## src/rtl/iot_event_serializer_if.sv

```systemverilog
// Device-status in, serialised change events out; en=0 holds every event pending.
interface iot_event_serializer_if #(
    parameter int N_DEV = 8
);
    localparam int ID_W = $clog2(N_DEV);

    logic [N_DEV-1:0] dev_status;
    logic             en;
    logic             change;
    logic             on_off;
    logic [ID_W-1:0]  dev_id;
    logic [ID_W:0]    pending_cnt;

    modport master (
        output dev_status, en,
        input  change, on_off, dev_id, pending_cnt
    );

    modport slave (
        input  dev_status, en,
        output change, on_off, dev_id, pending_cnt
    );
endinterface

```

## src/rtl/iot_event_serializer.sv

```systemverilog
// Turns per-device status changes into one round-robin-arbitrated event per cycle, 2-cycle latency.
// No backpressure beyond en: while en=0 changes stay pending and are emitted once en returns high.
module iot_event_serializer #(
    parameter int N_DEV = 8
) (
    input  logic clk,
    input  logic rst,
    iot_event_serializer_if.slave bus
);
    localparam int ID_W = $clog2(N_DEV);

    logic [N_DEV-1:0] r_s;
    logic [N_DEV-1:0] r_rep;
    logic [ID_W-1:0]  r_ptr;
    logic             r_change;
    logic             r_on_off;
    logic [ID_W-1:0]  r_dev_id;
    logic [ID_W:0]    r_pending_cnt;

    logic [N_DEV-1:0] w_pend;
    logic             w_found;
    logic [ID_W-1:0]  w_g;
    logic [ID_W-1:0]  w_ptr_nxt;
    logic [ID_W:0]    w_cnt;

    // A device whose status flips back before being granted drops out of w_pend on its own.
    always_comb begin
        int idx;
        w_pend  = r_s ^ r_rep;
        w_found = 1'b0;
        w_g     = '0;
        idx     = 0;
        for (int k = 0; k < N_DEV; k++) begin
            idx = int'(r_ptr) + k;
            if (idx >= N_DEV) begin
                idx = idx - N_DEV;
            end
            if (!w_found && w_pend[ID_W'(idx)]) begin
                w_found = 1'b1;
                w_g     = ID_W'(idx);
            end
        end
    end

    always_comb begin
        w_cnt = '0;
        for (int i = 0; i < N_DEV; i++) begin
            w_cnt = w_cnt + (ID_W+1)'(w_pend[i]);
        end
    end

    assign w_ptr_nxt = (w_g == ID_W'(N_DEV-1)) ? '0 : w_g + 1'b1;

    always_ff @(posedge clk) begin
        if (rst) begin
            r_s           <= '0;
            r_rep         <= '0;
            r_ptr         <= '0;
            r_change      <= 1'b0;
            r_on_off      <= 1'b0;
            r_dev_id      <= '0;
            r_pending_cnt <= '0;
        end else begin
            r_s           <= bus.dev_status;
            r_pending_cnt <= w_cnt;
            if (bus.en && w_found) begin
                // Event carries the pre-update sample; a same-cycle change re-pends next cycle.
                r_change     <= 1'b1;
                r_dev_id     <= w_g;
                r_on_off     <= r_s[w_g];
                r_rep[w_g]   <= r_s[w_g];
                r_ptr        <= w_ptr_nxt;
            end else begin
                r_change <= 1'b0;
            end
        end
    end

    assign bus.change      = r_change;
    assign bus.on_off      = r_on_off;
    assign bus.dev_id      = r_dev_id;
    assign bus.pending_cnt = r_pending_cnt;
endmodule
```

## src/flat_wrapper.sv

```systemverilog
// flat-port wrapper written by rule: the top's interface ports become plain ports
module iot_event_serializer_flat 
#(
    parameter int N_DEV = 8
)
  (clk, rst, bus_dev_status, bus_en, bus_change, bus_on_off, bus_dev_id, bus_pending_cnt);
  iot_event_serializer_if #(.N_DEV(N_DEV)) bus_i ();
  input  logic clk;
  input  logic rst;
  input wire logic [$bits(bus_i.dev_status)-1:0] bus_dev_status;
  input wire logic [$bits(bus_i.en)-1:0] bus_en;
  output wire logic [$bits(bus_i.change)-1:0] bus_change;
  output wire logic [$bits(bus_i.on_off)-1:0] bus_on_off;
  output wire logic [$bits(bus_i.dev_id)-1:0] bus_dev_id;
  output wire logic [$bits(bus_i.pending_cnt)-1:0] bus_pending_cnt;
  assign bus_i.dev_status = bus_dev_status;
  assign bus_i.en = bus_en;
  assign bus_change = bus_i.change;
  assign bus_on_off = bus_i.on_off;
  assign bus_dev_id = bus_i.dev_id;
  assign bus_pending_cnt = bus_i.pending_cnt;
  iot_event_serializer #(.N_DEV(N_DEV)) u_core (.clk(clk), .rst(rst), .bus(bus_i));
endmodule
```

## config.mk

```make
export PLATFORM = sky130hd
export DESIGN_NAME = iot_event_serializer_flat
export DESIGN_NICKNAME = d
export VERILOG_FILES = /design/src/rtl/iot_event_serializer_if.sv /design/src/rtl/iot_event_serializer.sv /design/src/flat_wrapper.sv
export SDC_FILE = /design/constraint.sdc
export NUM_CORES = 1
export LEC_CHECK = 0
export BUFFER_PORTS_ARGS = -buffer_cell sky130_fd_sc_hd__buf_2
export CORE_AREA = 2 2 71 73
export CTS_CLUSTER_SIZE = 25
export DETAILED_ROUTE_END_ITERATION = 10
export DIE_AREA = 0 0 73 75
export HOLD_SLACK_MARGIN = 0.15
export PLACE_DENSITY = 0.69
export SLEW_MARGIN = 25
export SYNTH_ARGS = -nofsm -noshare
export SYNTH_HDL_FRONTEND = slang
export SYNTH_SLANG_ARGS = --single-unit
```

## constraint.sdc

```tcl
create_clock -name clk -period 11.76 [get_ports clk]
set_input_delay 0.588 -clock clk [delete_from_list [all_inputs] [get_ports clk]]
set_output_delay 0.588 -clock clk [all_outputs]
set_load 0.01 [all_outputs]
```

## Yosys cells after proc, flatten, opt, wreduce, memory -nomap -nowiden

Cells that the tools add are included.

| word-level totals | value |
|---|---|
| output and inout port bits | 9 |
| word-level logic and storage cells | 121 |
| register bits | 28 |
| input bits | 11 |

| cells by class | value |
|---|---|
| add/sub/neg operators | 23 |
| muxes and demuxes | 55 |
| magnitude comparators | 18 |
| reductions and logical operators | 16 |
| equality and inequality tests | 1 |
| bitwise logic cells | 1 |

Operator list:

| kind | count |
|---|---|
| $mux 3 | 17 |
| $lt 3x5->1 const B | 8 |
| $ge 4x4->1 const B | 7 |
| $bmux 1 s3 | 9 |
| $mux 1 | 27 |
| $add 4x1->4 | 6 |
| $sub 3x1->3 const B | 8 |
| $add 3x3->4 const B | 4 |
| $logic_and 1x1->1 | 9 |
| $add 3x2->4 const B | 2 |
| $bwmux 8 | 1 |
| $xor 8x8->8 | 1 |
| $logic_not 1->1 | 7 |
| $add 3x1->4 const B | 1 |
| $ge 3x4->1 const B | 1 |
| $lt 3x4->1 const B | 1 |
| $add 3x1->3 const B | 1 |
| $demux 1 s3 | 1 |
| $eq 3x3->1 const B | 1 |
| $ge 3x1->1 const B | 1 |
| $add 1x1->2 | 1 |

## Depth between registers and ports, before layout

Gate-level depths: netlist (run 1).

| depth | value |
|---|---|
| depth in word-level cells | 32 |
| depth in mapped cells | 13 |
| gate-level depth less buffers | 13 |

## Worst setup path after synthesis (run 1)

OpenSTA, ideal clock, no wires.

| timing | value |
|---|---|
| kind | flip-flop to flip-flop |
| from | register u_core.r_ptr[1] |
| to | register u_core.r_on_off, in the netlist u_core.bus.on_off |
| setup time | 0.134 ns |
| clock period less this slack | 3.828 ns |
| required time | 11.626 ns |
| data arrival time | 3.694 ns |
| slack | 7.932 ns |
| stages on the path, launching flop included | 14 |
| path buffers | 2 |
| cell sequence | dfxtp_1 -> clkbuf_1 -> clkinv_1 -> ha_1 -> xnor2_2 -> mux4_2 -> mux2i_2 -> nor3_1 -> or4b_1 -> o22a_1 -> buf_6 -> mux2_4 -> o2111ai_2 -> o211ai_1 |

| on the way | value |
|---|---|
| longest elaborated chain between the ends | 29 |
| elaborated cells on any way between the ends | 88 |
| classes of those cells | add/sub: 15; order compare: 8; mux: 50; reduce/logical: 15 |

Ends and longest elaborated chain:

| item | line | text |
|---|---|---|
| start, declared | iot_event_serializer.sv:14 | `logic [ID_W-1:0] r_ptr;` |
| start signal, assigned | iot_event_serializer.sv:72 | `r_ptr <= w_ptr_nxt;` |
| branches (longest 29 deep; another with $add 3x1->4) | - |  |
| end signal, assigned | iot_event_serializer.sv:70 | `r_on_off <= r_s[w_g];` |
| end, declared | iot_event_serializer.sv:16 | `logic r_on_off;` |

Parallel ways; which one is timed is not known. The select of a mux whose other input is x is not followed.
A chain may end at the register's enable or synchronous reset.

## Worst setup path after layout (run 1)

| timing | value |
|---|---|
| from | register u_core.r_ptr[0] |
| to | register u_core.r_rep[7] |

| on the way | value |
|---|---|
| longest elaborated chain between the ends | 32 |
| elaborated cells on any way between the ends | 94 |
| classes of those cells | add/sub: 15; order compare: 10; mux: 53; reduce/logical: 16 |

Ends and longest elaborated chain:

| item | line | text |
|---|---|---|
| branches (longest 32 deep; another with $add 3x1->4) | - |  |
| end signal, assigned by index | iot_event_serializer.sv:71 | `r_rep[w_g] <= r_s[w_g];` |
| end, declared | iot_event_serializer.sv:13 | `logic [N_DEV-1:0] r_rep;` |

Parallel ways; which one is timed is not known. The select of a mux whose other input is x is not followed.

==> flow_summary_export.csv, run 1 <==
group,metric,value,unit
run_status,run_status,"finished clean",
clock_tree,clk-insertion-delay-late,270,ps
sta,grt_setup_unrepaired,"no",
sta,setup-tns-final,0,ps
critical_path,critical_path_arrival,4890,ps
layout,layout_commonest_cell,"sky130_fd_sc_hd__dfxtp_1",
grt,grt-ovfl-total,0,
layout,utilization,0.5509,
yosys,yosys_most_used_dff,"sky130_fd_sc_hd__dfxtp_1",
place,place_area,2496,um2
clock_tree,cts_max_path_buffers,2,
yosys,synth_seq_cells,28,
sta,timing_hold_violations_final,0,
critical_path,reg2reg_setup_slack,7030,ps
layout,fin_nets,280,
yosys,synth.cell_area,2382,um2
place,last_weighted_congestion_value_of_the_routability_driven_placer,0.9375,
layout,final_area,2567,um2
drt,drt_iter0_markers,191,
clock_tree,hold_buffers,0,
yosys,synth_simple_gate_area_frac,0.1460,
clock_tree,cts_tree,"yes",
clock_tree,cts.clk_slew.worst_paths,100,ps
sta,clock-skew-final,10.22,ps
critical_path,critical_path_class,"register to register",
yosys,synthAdderAreaFrac,0.04517,
run,maxCapViolations,0,
yosys,synth.avg_cell_area,9.645,um2
critical_path,worst-r2r-cell-count,10,
critical_path,crit-reg2reg-launch,"u_core.r_ptr[0]$_SDFFE_PP0P_",
clock_tree,htreeDepth,1,
clock_tree,cts_setup_buffers,0,
yosys,synth_top_family_by_area,"multiplexers",
place,portBuffers,19,
drt,drcViolationCount,0,
yosys,synth_cell_types,58,
clock_tree,cts.sink_count,28,
layout,drive_gt1_frac,0.2077,
critical_path,cp_max_fo,16,
die,boundaryPins,20,
yosys,post_synthesis_compound_gate_area_fraction,0.1859,
worst_hold_path,worst_hold_path.endpoint,"u_core.bus.dev_id[1]$_SDFFE_PP0P_",
drt,route.vias.total,1996,
critical_path,crit_path_end_kind,"register",
die,start_util,0.5111,
drt,route.detailed.wl_per_inst,18.50,um
drt,detailedRoute.firstPassIterationCount,4,
drt,post_route_ant_nets,0,
layout,n_antenna_cell,0,
critical_path,timing.critical_path.required,11920,ps
layout,flow.area_growth_from_synthesis,7.773,%
grt,grt_usage,0.2241,
critical_path,startpoint_type,"register",
die,row_count,25,
worst_hold_path,worstHoldStart,"u_core.bus.dev_id[1]$_SDFFE_PP0P_",
die,die_width,73,um
grt,largest_net_degree_at_the_start_of_global_routing,21,
yosys,synthesis.nets,266,
die,dieArea,5475,um2
clock_tree,cts_repair_resize_count,0,
yosys,synth_seq_area_share,0.2353,
yosys,yosys_warnings,0,
die,height_of_the_die,75,um
sta,max-slew-margin-rel,0.5302,
critical_path,reg2reg_to,"u_core.r_rep[7]$_SDFFE_PP0P_",
grt,antenna_found_initial,0,
worst_hold_path,hold_path_depth,2,
yosys,synth_cells,247,
layout,mostFrequentLayoutCells,"28 x sky130_fd_sc_hd__dfxtp_1, 21 x sky130_fd_sc_hd__nand2_1, 21 x sky130_fd_sc_hd__mux2i_1",
place,place_hpwl,4.541,mm
sta,fmaxAchievable,0.2113,GHz
clock_tree,clock-root-buffer,"sky130_fd_sc_hd__clkbuf_8",
sta,layout_worst_path_cycle_share,0.4025,
grt,grt_first_pass_wirelength,9.480,mm
yosys,yosys-mux-area-fraction,0.2484,
sta,max_slew.worst_pin.slew,703.8,ps
die,core_area,4661,um2
grt,grt_pass1_vias,1882,
yosys,asyncSetResetFlopFracSynth,0,
worst_hold_path,worstHoldPathType,"register to register",
sta,post_layout_minimum_cycle_time,4734,ps
drt,finalWirelength,5.810,mm
sta,setup_viol_count_final,0,
yosys,synth_xor_area_frac,0.09664,
yosys,synth_edf_count,0,
sta,max_slew_violation_count,0,
drt,via_to_cell_ratio,6.357,
clock_tree,numCtsBuffers,3,
[synth_stat cells (all sizes together), types with 2 or more instances]
master	instances	area [um2]
dfxtp	28	560.5
mux2i	22	224.0
nand2	21	78.83
mux4	15	341.6
nor2	15	56.30
xnor2	15	168.9
inv	11	41.29
o21ai	9	45.04
a21oi	8	40.04
nor2b	8	50.05
ha	7	87.58
o311ai	7	61.31
xor2	7	61.31
a211oi	6	55.05
buf	6	37.53
nor3	6	35.03
clkbuf	5	18.77
o22ai	5	31.28
o31ai	5	37.54
nand3	4	20.02
nor4	3	33.78
o211ai	3	22.52
a21o	2	15.01
a2bb2oi	2	17.52
a31oi	2	12.51
a32oi	2	17.52
mux2	2	26.27
nand2b	2	12.51
nand4	2	12.51
[critical path, cell delays in order (launching register included)]
cell and delay, ps:
sky130_fd_sc_hd__dfxtp_1 790, sky130_fd_sc_hd__inv_2 360, sky130_fd_sc_hd__ha_1 490, sky130_fd_sc_hd__inv_1 420, sky130_fd_sc_hd__mux4_2 650, sky130_fd_sc_hd__nor3_1 390, sky130_fd_sc_hd__nand3_1 150, sky130_fd_sc_hd__a211oi_2 580
sky130_fd_sc_hd__nand2_1 280, sky130_fd_sc_hd__o311ai_0 390, sky130_fd_sc_hd__o31ai_1 120
[metrics by stage]
step	cells	hold slack [ps]	setup WS [ps]
3_3_place_gp	310	442.9	7046
4_1_cts	314	462.5	7031
6_report	314	459.8	7026
5_1_grt	314	484.8	6513
2_1_floorplan	247	472.7	7932
3_5_place_dp	310	447.1	7045
[worst max-delay path by stage]
stage / depth (start not counted) / slack (ps) / start / end
2_1_floorplan: 13 / 7930 / u_core.r_ptr[1]$_SDFFE_PP0P_ / u_core.bus.on_off$_SDFFE_PP0P_
3_3_place_gp: 10 / 7050 / u_core.r_ptr[0]$_SDFFE_PP0P_ / u_core.r_rep[7]$_SDFFE_PP0P_
3_5_place_dp: 10 / 7050 / u_core.r_ptr[0]$_SDFFE_PP0P_ / u_core.r_rep[3]$_SDFFE_PP0P_
4_1_cts: 10 / 7030 / u_core.r_ptr[0]$_SDFFE_PP0P_ / u_core.r_rep[3]$_SDFFE_PP0P_
5_1_grt: 10 / 6510 / u_core.r_ptr[0]$_SDFFE_PP0P_ / u_core.r_rep[7]$_SDFFE_PP0P_
6_report: 10 / 7030 / u_core.r_ptr[0]$_SDFFE_PP0P_ / u_core.r_rep[7]$_SDFFE_PP0P_
[sequential cells by signal, summed over array words and instances, names as in the netlist]
name	count
u_core.bus.pending_cnt	4
u_core.bus.dev_id	3
u_core.bus.on_off	1
u_core.r_rep	8
u_core.r_s	8
u_core.r_ptr	3
u_core.bus.change	1
[logic make-up after synthesis]
group / count (synthesis)
AND/OR/NAND/NOR: 67
AO/OA/AOI/OAI: 60
multiplexers: 39
flip-flops: 28
buffers and inverters: 23
XOR/XNOR: 22
adder cells (fa/ha/maj): 8
[layer usage]
metal,wire (um),up-vias,global-route usage
li1,-,969,-
met1,2559,943,0.3107
met2,2767,75,0.3654
met3,408,9,0.03748
met4,74,0,0.05761
met5,0,-,0
[layout make-up]
type / instances / area, um2
timing repair buffer: 20 / 102.6
tap: 54 / 67.56
fill: 428 / 2093
sequential: 28 / 560.5
clock inverter: 1 / 30.03
multi-input combinational: 196 / 1720
inverter: 12 / 45.04
clock buffer: 3 / 41.29
Power of run 1 is left out: the tool's default activity adds up to more than one toggle a clock period on the data nets, which glitch-free logic cannot reach.
==> run 2, diff against run 1 <==
==> constraint.sdc (replaced) <==
create_clock -name clk -period 4.65 [get_ports clk]
set_input_delay 0.2325 -clock clk [delete_from_list [all_inputs] [get_ports clk]]
set_output_delay 0.2325 -clock clk [all_outputs]
set_load 0.01 [all_outputs]
==> run 2 against run 1 <==
Against the previous run:
- sequential cell count stayed put
- routed wire length down 1.9%
- clock-buffer cell count unchanged
- first-iteration DRC count fell by 9.4%
- fmax grew 22%
- clock skew increased by 1.7 ps
- sequential share of layout area shrank 0.25 points
- register-to-register slack got worse by 6300 ps
- die area unchanged
- worst hold slack worse by 300 ps
- critical endpoint is now u_core.bus.on_off$_SDFFE_PP0P_
==> flow_summary_export.csv, run 2 (synthesized netlist as in run 1, its figures left out) <==
group,metric,value,unit
run_status,run_status,"finished clean",
grt,antenna_found_initial,0,
clock_tree,cts.clk_slew.worst_paths,100,ps
die,height_of_the_die,75,um
critical_path,crit_buf_inv,1,
clock_tree,cts_setup_buffers,0,
critical_path,cp_max_fo,7,
drt,via_to_cell_ratio,6.560,
clock_tree,clock-root-buffer,"sky130_fd_sc_hd__clkbuf_8",
die,die_width,73,um
critical_path,crit_cells,11,
sta,grt_setup_unrepaired,"no",
clock_tree,numCtsBuffers,3,
drt,drt_iter0_markers,173,
place,dpl.cell_count,314,
die,row_count,25,
clock_tree,cts_tree,"yes",
grt,grt_usage,0.2314,
critical_path,timing.critical_path.required,4810,ps
critical_path,crit_path_end_kind,"register",
layout,n_antenna_cell,0,
layout,final_cells,318,
sta,post_layout_minimum_cycle_time,3896,ps
sta,worst_slack,754.2,ps
sta,clock-skew-final,11.88,ps
sta,max-slew-margin-rel,0.5524,
grt,grt_first_pass_wirelength,9.915,mm
die,dieArea,5475,um2
drt,detailedRoute.firstPassIterationCount,4,
drt,post_route_ant_nets,0,
critical_path,startpoint_type,"register",
drt,drcViolationCount,0,
clock_tree,hold_buffers,0,
clock_tree,cts.sink_count,28,
sta,setup_viol_count_final,0,
place,last_weighted_congestion_value_of_the_routability_driven_placer,0.9400,
die,start_util,0.5111,
layout,utilization,0.5573,
clock_tree,cts_max_path_buffers,2,
grt,largest_net_degree_at_the_start_of_global_routing,21,
sta,fmaxAchievable,0.2567,GHz
place,portBuffers,19,
worst_hold_path,hold_path_depth,2,
clock_tree,cts_repair_resize_count,0,
layout,layout_commonest_cell,"sky130_fd_sc_hd__dfxtp_1",
drt,route.detailed.wl_per_inst,17.92,um
clock_tree,clk-insertion-delay-late,280,ps
critical_path,critical_path_class,"register to register",
layout,flow.area_growth_from_synthesis,9.034,%
critical_path,cp_cell_instances,"clkinv_1 > ha_1 > xnor2_2 > mux4_2 > mux2i_2 > nor3_1 > or4b_1 > o22a_1 > mux2_4 > o2111ai_2 > o211ai_1",
sta,max_slew_violation_count,0,
layout,drive_gt1_frac,0.2197,
place,place_ws,781.2,ps
sta,timing_hold_violations_final,0,
layout,regArea,560.5,um2
worst_hold_path,worstHoldPathType,"input pin to register",
place,place_hpwl,4.411,mm
grt,grt_pass1_vias,1993,
critical_path,critical_path_arrival,4060,ps
sta,max_slew.worst_pin.slew,670.4,ps
sta,layout_worst_path_cycle_share,0.8378,
layout,layout.filler_cells,420,
drt,route.vias.total,2086,
grt,grt-ovfl-total,0,
critical_path,critical_path.slowest_cell,"sky130_fd_sc_hd__or4b_1",
run,maxCapViolations,0,
die,core_area,4661,um2
sta,setup-tns-final,0,ps
layout,fin_nets,284,
critical_path,crit_path_max_incr_delay,560,ps
critical_path,worst-r2r-cell-count,11,
drt,finalWirelength,5.697,mm
clock_tree,htreeDepth,1,
die,boundaryPins,20,
layout,combined_area_of_the_multi_input_logic_cells,1720,um2
layout,mostFrequentLayoutCells,"28 x sky130_fd_sc_hd__dfxtp_1, 21 x sky130_fd_sc_hd__nand2_1, 21 x sky130_fd_sc_hd__mux2i_1",
critical_path,worst_path_dominant_cell_family,"multiplexers",
## run 2: routing by layer
layer	GRT usage	vias up	wire [um]
met1	0.3260	1020	2528
li1	-	981	-
met5	0	-	0
met2	0.3724	71	2717
met4	0.07202	0	137
met3	0.02945	14	313
## run 2: final timing paths
path / start / endpoint / slack (ps)
setup / recovery: u_core.r_ptr[1]$_SDFFE_PP0P_ / u_core.bus.on_off$_SDFFE_PP0P_ / 750
hold / removal: bus_dev_status[0] / u_core.r_s[0]$_SDFF_PP0_ / 160
setup reg to reg: u_core.r_ptr[1]$_SDFFE_PP0P_ / u_core.bus.on_off$_SDFFE_PP0P_ / 750
hold reg to reg: u_core.bus.dev_id[1]$_SDFFE_PP0P_ / u_core.bus.dev_id[1]$_SDFFE_PP0P_ / 460
## run 2: cell type report
type / instances / share of cell area
clock buffers: 3 / 0.01590
inverters: 12 / 0.01734
flip-flops and latches: 28 / 0.2158
multi-input cells: 196 / 0.6623
clock inverters: 1 / 0.01156
well taps: 54 / 0.02601
repair buffers: 24 / 0.05106
## run 2: worst register-to-register path, cell delays in order (launching register included)
cell                        delay [ps]
sky130_fd_sc_hd__dfxtp_1           350
sky130_fd_sc_hd__clkinv_1          210
sky130_fd_sc_hd__ha_1              320
sky130_fd_sc_hd__xnor2_2           290
sky130_fd_sc_hd__mux4_2            550
sky130_fd_sc_hd__mux2i_2           290
sky130_fd_sc_hd__nor3_1            100
sky130_fd_sc_hd__or4b_1            560
sky130_fd_sc_hd__o22a_1            350
sky130_fd_sc_hd__mux2_4            350
sky130_fd_sc_hd__o2111ai_2         260
sky130_fd_sc_hd__o211ai_1          130
## run 2: stage by stage
step / area, um2 / hold slack [ps]
final: 2597 / 155.8
after CTS: 2597 / 156.5
after detailed placement: 2526 / 447.8
after global placement: 2526 / 440.7
after floorplan: 2382 / 349.1
after global routing: 2597 / 165.3
Power of run 2 is left out for the same reason.
==> run 3, diff against run 2 <==
--- a/config.mk
+++ b/config.mk
@@ -11,7 +11,7 @@
 export DETAILED_ROUTE_END_ITERATION = 10
 export DIE_AREA = 0 0 73 75
 export HOLD_SLACK_MARGIN = 0.15
-export PLACE_DENSITY = 0.69
+export PLACE_DENSITY = 0.72
 export SLEW_MARGIN = 25
 export SYNTH_ARGS = -nofsm -noshare
 export SYNTH_HDL_FRONTEND = slang
==> constraint.sdc (replaced) <==
create_clock -name clk -period 3.15 [get_ports clk]
set_input_delay 0.1575 -clock clk [delete_from_list [all_inputs] [get_ports clk]]
set_output_delay 0.1575 -clock clk [all_outputs]
set_load 0.01 [all_outputs]
==> run 3 against run 2 <==
Against the previous run:
- critical endpoint is now u_core.r_rep[2]$_SDFFE_PP0P_
- register-to-register slack got worse by 970 ps
- clock skew increased by 0.86 ps
- worst setup slack got worse by 970 ps
- the run now ends with setup timing left
- critical path type unchanged
- fmax increased by 16%
- worst hold slack improved by 140 ps
- critical path depth unchanged
- largest cell class unchanged
- global-route usage increased by 6.6 points
==> flow_summary_export.csv, run 3 (synthesized netlist as in run 1, its figures left out) <==
group,metric,value,unit
layout,n_antenna_cell,0,
clock_tree,cts.sink_count,28,
critical_path,critical_path.slowest_cell,"sky130_fd_sc_hd__mux4_2",
critical_path,startpoint_type,"register",
drt,detailedRoute.firstPassIterationCount,6,
critical_path,timing.critical_path.required,3300,ps
drt,finalWirelength,9.970,mm
sta,max_slew.worst_pin.slew,483.4,ps
place,last_weighted_congestion_value_of_the_routability_driven_placer,0.9760,
run_status,run_status,"finished with violations",
place,portBuffers,19,
layout,combined_area_of_the_multi_input_logic_cells,2062,um2
critical_path,critical_path_class,"register to register",
grt,antenna_found_initial,0,
worst_hold_path,worstHoldPathType,"input pin to register",
critical_path,reg2reg_to,"u_core.r_rep[2]$_SDFFE_PP0P_",
critical_path,cp_max_fo,6,
critical_path,most_common_cell_on_crit_path,"sky130_fd_sc_hd__buf_4",
critical_path,reg2reg_setup_slack,-220,ps
layout,utilization,0.8188,
sta,layout_worst_path_cycle_share,1.070,
worst_hold_path,worstHoldStart,"rst",
critical_path,crit_path_end_kind,"register",
die,row_count,25,
critical_path,cp_cell_instances,"buf_4 > xor2_1 > buf_4 > mux2i_1 > mux4_2 > nand3b_1 > nand3_2 > a211oi_4 > nand2_2 > o311ai_1 > o21ai_1",
grt,grt-ovfl-total,0,
run_status,violations,"setup timing",
layout,regArea,571.8,um2
sta,post_layout_minimum_cycle_time,3369,ps
clock_tree,numCtsBuffers,3,
die,start_util,0.5111,
place,place_hpwl,5.495,mm
critical_path,crit_path_max_incr_delay,530,ps
sta,max-slew-margin-rel,0.6767,
die,height_of_the_die,75,um
place,place_ws,-251.2,ps
sta,worst_slack,-219.1,ps
critical_path,worst_path_dominant_cell_family,"compound AO/OA/AOI/OAI gates",
critical_path,crit-reg2reg-launch,"u_core.r_rep[7]$_SDFFE_PP0P_",
die,boundaryPins,20,
clock_tree,cts_tree,"yes",
grt,grt_usage,0.2969,
die,dieArea,5475,um2
clock_tree,clk-insertion-delay-late,280,ps
worst_hold_path,hold_path_depth,2,
clock_tree,htreeDepth,1,
layout,flow.area_growth_from_synthesis,60.19,%
grt,grt_pass1_vias,2518,
sta,timing_hold_violations_final,0,
sta,clock-skew-final,12.73,ps
die,die_width,73,um
clock_tree,cts_max_path_buffers,2,
critical_path,worst-r2r-cell-count,11,
layout,drive_gt1_frac,0.5550,
clock_tree,clock-root-buffer,"sky130_fd_sc_hd__clkbuf_8",
layout,layout_commonest_cell,"sky130_fd_sc_hd__buf_4",
critical_path,critical_path_arrival,3520,ps
sta,setup_viol_count_final,12,
grt,largest_net_degree_at_the_start_of_global_routing,21,
layout,layout.filler_cells,224,
drt,route.detailed.wl_per_inst,23.35,um
critical_path,crit_buf_inv,2,
clock_tree,cts.clk_slew.worst_paths,100,ps
sta,grt_setup_unrepaired,"yes",
worst_hold_path,worst_hold_path.endpoint,"u_core.bus.dev_id[0]$_SDFFE_PP0P_",
sta,fmaxAchievable,0.2968,GHz
die,core_area,4661,um2
drt,drt_iter0_markers,346,
sta,max_slew_violation_count,0,
run,maxCapViolations,0,
layout,mostFrequentLayoutCells,"100 x sky130_fd_sc_hd__buf_4, 21 x sky130_fd_sc_hd__dfxtp_1, 20 x sky130_fd_sc_hd__mux2i_1",
drt,via_to_cell_ratio,6.546,
grt,grt_first_pass_wirelength,12.27,mm
drt,post_route_ant_nets,0,
layout,fin_nets,393,
drt,drcViolationCount,0,
drt,route.vias.total,2795,
run 3: what timing repair did:
item / in CTS / in global routing
cloned: 0 / 0
setup buffers: 6 / 17
resized for setup: 26 / 45
endpoints found under the hold margin: 8 / 0
hold buffers: 8 / 0
setup endpoints to repair: 12 / 15
pin swaps: 14 / 25
run 3: worst max-delay path by stage:
stage,startpoint,to,cells after the start
6_report,u_core.r_rep[7]$_SDFFE_PP0P_,u_core.r_rep[2]$_SDFFE_PP0P_,11
5_1_grt,u_core.r_rep[7]$_SDFFE_PP0P_,u_core.r_rep[2]$_SDFFE_PP0P_,11
4_1_cts,u_core.r_ptr[1]$_SDFFE_PP0P_,u_core.bus.on_off$_SDFFE_PP0P_,11
3_5_place_dp,u_core.r_ptr[1]$_SDFFE_PP0P_,u_core.r_rep[6]$_SDFFE_PP0P_,13
3_3_place_gp,u_core.r_ptr[1]$_SDFFE_PP0P_,u_core.bus.on_off$_SDFFE_PP0P_,12
2_1_floorplan,u_core.r_ptr[0]$_SDFFE_PP0P_,u_core.bus.on_off$_SDFFE_PP0P_,13
run 3: routing by layer:
layer	track usage	wire length, um	part of all wire
met1	0.3533	3718	0.37
met2	0.5105	4898	0.49
met3	0.06158	838	0.084
met4	0.1481	514	0.052
met5	0	0	0
run 3: cell type report:
cell class                 instances  share of cell area
multi-input combinational        196              0.5403
timing repair buffer             133              0.2603
clock buffer                       4             0.01738
tap                               54             0.01770
inverter                          12             0.01443
sequential                        28              0.1498
run 3: stage by stage:
stage | hold slack, ps | setup TNS, ps | std cells | cell area (um2)
after CTS | 252.1 | -98.78 | 412 | 3506
after detailed placement | 369.1 | -1973 | 394 | 3192
after global routing | 301.9 | -2286 | 427 | 3816
final | 298.6 | -1284 | 427 | 3816
after floorplan | 285.7 | -1732 | 247 | 2469
after global placement | 365.3 | -1019 | 394 | 3192
Power of run 3 is left out for the same reason.
